==> src/rtl/lora_gps_sender.sv <==
// LoRa GPS frame sender: streams header, RAM payload and XOR checksum
// to a UART transmitter over a valid/ready byte handshake.
module lora_gps_sender #(
    parameter int          ADDR_WIDTH = 6,
    parameter int          DATA_WIDTH = 8,
    parameter int          FRAME_LEN  = 39,
    parameter logic [7:0]  HDR_BYTE   = 8'hA5
) (
    input  logic                  clk,
    input  logic                  rst_n,
    input  logic                  start,
    output logic [ADDR_WIDTH-1:0] ram_addr,
    input  logic [DATA_WIDTH-1:0] ram_dout,
    output logic [7:0]            tx_data,
    output logic                  tx_valid,
    input  logic                  tx_ready,
    output logic                  busy,
    output logic                  done
);

    typedef enum logic [2:0] {
        IDLE,
        HDR,
        FETCH,
        LATCH,
        SEND,
        CSUM,
        DONE
    } state_t;

    localparam logic [ADDR_WIDTH-1:0] LAST_IDX = ADDR_WIDTH'(FRAME_LEN - 1);

    state_t                state_q, state_d;
    logic [ADDR_WIDTH-1:0] idx_q, idx_d;
    logic [7:0]            csum_q, csum_d;
    logic [7:0]            data_q, data_d;
    logic                  valid_q, valid_d;
    logic                  busy_q, busy_d;
    logic                  done_q, done_d;
    logic                  xfer;

    assign xfer = valid_q & tx_ready;

    // Next-state and registered-output decode.
    always_comb begin
        state_d = state_q;
        idx_d   = idx_q;
        csum_d  = csum_q;
        data_d  = data_q;
        valid_d = valid_q;
        unique case (state_q)
            IDLE: begin
                valid_d = 1'b0;
                if (start) begin
                    state_d = HDR;
                    idx_d   = '0;
                    csum_d  = '0;
                    data_d  = HDR_BYTE;
                    valid_d = 1'b1;
                end
            end
            HDR: begin
                if (xfer) begin
                    state_d = FETCH;
                    valid_d = 1'b0;
                end
            end
            FETCH: begin
                state_d = LATCH;
            end
            LATCH: begin
                state_d = SEND;
                data_d  = ram_dout[7:0];
                csum_d  = csum_q ^ ram_dout[7:0];
                valid_d = 1'b1;
            end
            SEND: begin
                if (xfer) begin
                    if (idx_q == LAST_IDX) begin
                        // Checksum follows back-to-back; valid stays high.
                        state_d = CSUM;
                        data_d  = csum_q;
                        valid_d = 1'b1;
                    end else begin
                        state_d = FETCH;
                        idx_d   = idx_q + 1'b1;
                        valid_d = 1'b0;
                    end
                end
            end
            CSUM: begin
                if (xfer) begin
                    state_d = DONE;
                    valid_d = 1'b0;
                end
            end
            DONE: begin
                state_d = IDLE;
                valid_d = 1'b0;
            end
            default: begin
                state_d = IDLE;
                valid_d = 1'b0;
            end
        endcase
        busy_d = (state_d != IDLE);
        done_d = (state_d == DONE);
    end

    // State and output registers with synchronous active-low reset.
    always_ff @(posedge clk) begin
        if (!rst_n) begin
            state_q <= IDLE;
            idx_q   <= '0;
            csum_q  <= '0;
            data_q  <= '0;
            valid_q <= 1'b0;
            busy_q  <= 1'b0;
            done_q  <= 1'b0;
        end else begin
            state_q <= state_d;
            idx_q   <= idx_d;
            csum_q  <= csum_d;
            data_q  <= data_d;
            valid_q <= valid_d;
            busy_q  <= busy_d;
            done_q  <= done_d;
        end
    end

    assign ram_addr = idx_q;
    assign tx_data  = data_q;
    assign tx_valid = valid_q;
    assign busy     = busy_q;
    assign done     = done_q;

endmodule

==> config.mk <==
export PLATFORM = sky130hd
export DESIGN_NAME = lora_gps_sender
export DESIGN_NICKNAME = d
export VERILOG_FILES = /design/src/rtl/lora_gps_sender.sv
export SDC_FILE = /design/constraint.sdc
export NUM_CORES = 1
export LEC_CHECK = 0
export ABC_AREA = 1
export CORE_MARGIN = 2
export CORE_UTILIZATION = 46
export DETAILED_ROUTE_END_ITERATION = 8
export HOLD_SLACK_MARGIN = 0.12
export MAX_ROUTING_LAYER = met4
export PLACE_DENSITY = 0.74
export SYNTH_ARGS = -nofsm -noshare
export SYNTH_HDL_FRONTEND = slang
export SYNTH_SLANG_ARGS = --single-unit
==> constraint.sdc <==
create_clock -name clk -period 1.3 [get_ports clk]
set_input_delay 0.26 -clock clk [delete_from_list [all_inputs] [get_ports clk]]
set_output_delay 0.26 -clock clk [all_outputs]
set_load 0.02 [all_outputs]
==> summary.md <==
| Metric | Value |
|---|---|
| Post-layout utilization of the core | 70.8% |
| Slew Limit Headroom | 78.5% |
| Clock root cell | clkbuf_4 |
| First drt pass iteration count | 5 |
| Sw Ratio | 32.8% |
| Largest net degree at the start of global routing | 17 |
| Most Crowded Layer GR | met2 |
| Fraction of final layout cells sized beyond drive strength 1 | 37.7% |
| DRC violation total after the first TritonRoute iteration | 89 |
| Required time at the worst-slack endpoint | 1540 ps |
| Type of the most critical hold path | reg2reg |
| Final cell count without fillers | 330 |
| Yosys warnings | 0 |
| Leading cell types by total area after synthesis | dfxtp_1 36%, nand2_1 13%, nor2_1 9.3% |
| Wire per inst | 13.2 microns |
| Final net count | 299 |
| Path type of the worst setup path | reg2reg |
| Leakage | 1.01 nW |
| Vias per inst | 5.22 |
| Sw power | 695 uW |
| Die Wd | 62.4 microns |
| Final hold viol count | 0 |
| Global routing met2 resource utilization | 37.5% |
| Area of the core region | 0.00331 sq mm |
| Area added between synthesis and finish | 49.6% |
| Count of pins over their slew limit | 0 |
| CP Capture Type | flop |
| Violations in the final reports | negative setup slack |
| Later-pin clock latency in the skew report | 340 ps |
| Hold bufs inserted after CTS | 0 |
| Routability-driven placement congestion ratio | 0.878 |
| Internal Power | 1.42 mW |
| Number of register bits inferred by synthesis | 28 |
| # port buffers | 28 |
| Result of the run | finished with violations |
| Met3 capacity usage during global routing | 3.26% |
| Total detailed-routing wirelength | 4370 microns |
| Maximum operating frequency | 679 MHz |
| GRT Util Overall | 22.6% |
| Global routing usage on met1 | 28.4% |
| ANT nets after route | 0 |
| Proportion of power drawn by combinational gates | 31.5% |
| Clock buffers created by TritonCTS | 3 |
| Die span in y | 62.4 microns |
| Period utilisation layout | 113% |
| Smallest setup slack after layout | -173 ps |
| Net count after synthesis | 241 |
| Buffers from clock root to sink, at most | 2 |
| Row count | 21 |
| CTS tree | yes |
| Clock net sink count | 28 |
| Data arrival, critical path | 1710 ps |
| Share of total power in the clock network | 23.8% |
| Critical path origin | ram_addr[0] |
| Global route total overflow | 0 |
| Antenna cells | 0 |
| Via count of the first global-routing pass | 1,611 |
| # Max-Cap Violations | 0 |
| Post-layout min period | 1470 ps |
| RSZ-0062 raised after global routing | yes |
| Setup Viol. Count Final | 18 |
| Post-synth design cell area | 0.00157 sq mm |
| Total die area | 0.00389 sq mm |
| Count of different cell masters after synthesis | 34 |
| Clock-pin transition on the worst setup and hold timing paths | 160 ps |
| DRC violation count after routing | 0 |
| IO Count | 29 |
| Power per cell area | 904 mW/mm^2 |
| Tightest Pin Transition | 320 ps |
| Routed via count | 1,721 |
| Instance count of the mapped netlist | 227 |
| Worst Path Max Fanout | 3 |
| Worst-case vdd ir drop | 0.655 mV |
| Post-synthesis cell type with the largest combined area | dfxtp_1 |
| Wire length of the first global-routing pass | 6960 microns |
| Hold Crit Start | csum_q[7] |
| Power share of the sequential group | 44.7% |
| FF-to-FF Start | ram_addr[0] |
| Number of H-tree levels | 1 |
| Starting density of the core | 47.3% |
| Cell Count Post-Placement | 319 |
| Top cell type's share of synthesized area | 35.8% |
| Startpoint class of the critical path | flop |
| Antenna violations before repair | 0 |
| Final HPWL DP | 2910 microns |
| Smallest hold slack | 479 ps |
| Sequential cell area fraction in the yosys report | 35.8% |
| Largest clock skew in the final design | 10.4 ps |
| Mean instance size in the synthesized netlist | 6.90 sq um |
cells in the mapped netlist:
cell type,instances
nand2_2,3
nand3_1,17
inv_2,2
o21ai_0,3
nor2_4,1
nor2_1,39
nand3b_1,5
xor2_1,1
a21oi_2,1
nand2_4,3
clkbuf_2,1
clkbuf_1,1
a21oi_1,12
buf_4,1
ha_1,2
clkinv_4,1
dfxtp_1,28
nand3_2,1
xnor2_1,1
a211oi_1,5
nand2_1,55
a31oi_1,1
or2_2,3
and2_2,1
o21ai_4,1
nor3_1,1
o21ai_1,3
inv_4,1
buf_2,3
buf_6,1
buf_1,1
nand4_1,9
inv_1,17
nand3_4,2
power by group through the flow:
stage / combinational (mW) / clock, mW / sequential [mW]
after floorplan: 0.263 / 0 / 1.02
after global placement: 0.568 / 0 / 0.968
after detailed placement: 0.576 / 0 / 0.968
after CTS: 0.627 / 0.511 / 0.950
after global routing: 0.719 / 0.558 / 0.956
final: 0.666 / 0.505 / 0.947
worst max-delay path, cell delays in order, from the launching register on:
cell and delay (ps):
dfxtp_4 380, buf_12 130, clkinv_8 40, ha_4 130
inv_2 30, nor2_1 90, nand2_1 100, nand2_2 120
nand2_1 80, nand2_2 80, nand3_1 80, nand2_1 70
nand2_1 60
final cells by class:
cell class / count / area [sq um]
fillers: 272 / 967
well taps: 46 / 57.6
clock buffers: 4 / 47.5
multi-input cells: 172 / 1030
flip-flops and latches: 28 / 591
inverters: 21 / 104
repair buffers: 59 / 515
flip-flops by register name, indices dropped and copies added, names as in the netlist:
| register | cells |
|---|---|
| state_q | 3 |
| ram_addr | 6 |
| csum_q | 8 |
| done | 1 |
| busy | 1 |
| tx_valid | 1 |
| tx_data | 8 |
cells in the final DEF, fill, tap and decap left out, types with 6 or more instances in the layout:
cell	n
nand2_1	48
nor2_1	33
buf_4	27
dfxtp_1	18
nand3_1	16
inv_1	15
clkdlybuf4s50_1	11
nand4_1	9
clkbuf_2	9
a21oi_1	7
dfxtp_4	7
nand2_4	6
nand2_2	6
a21oi_2	6
cell families (layout without fill, tap and decap cells):
group | after synthesis | after routing | synth area share (%)
and+or+nand+nor | 140 | 141 | 42.9
buffers and inverters | 29 | 84 | 8.47
DFF | 28 | 28 | 35.8
AOI/OAI and AO/OA | 26 | 27 | 10.1
adders and majority gates | 2 | 2 | 1.60
xor gates and xnor gates | 2 | 2 | 1.12
per-layer routing:
layer	share of wire (%)	up-vias
met5	0	-
met4	2.1	0
met3	5.4	11
met2	49	50
met1	43	800
li1	-	860
worst paths after layout:
path | endpoint | slack [ps] | cells past startpoint
worst max-delay path | busy | -170 | 12
worst min-delay path | csum_q[7] | 480 | 2
worst max register to register | busy | -170 | 12
worst min register to register | csum_q[7] | 480 | 2
per-stage QoR:
| stage | instance area (sq um) | setup TNS, ps | setup WS [ps] | total power [mW] |
|---|---|---|---|---|
| after floorplan | 1580 | 0 | 1.53 | 1.29 |
| after global placement | 2090 | -5860 | -338 | 1.54 |
| after detailed placement | 2090 | -6460 | -387 | 1.54 |
| after CTS | 2280 | -1390 | -125 | 2.09 |
| after global routing | 2340 | -3480 | -265 | 2.23 |
| final | 2340 | -1820 | -173 | 2.12 |
what timing repair did:
item                                    4_1_cts  5_1_grt
resized for setup                            56       48
cloned                                        2        0
endpoints found under the setup margin       42       42
pin swaps                                    14       16
setup buffers                                 4        1
Power figures use the tool's default switching activity.
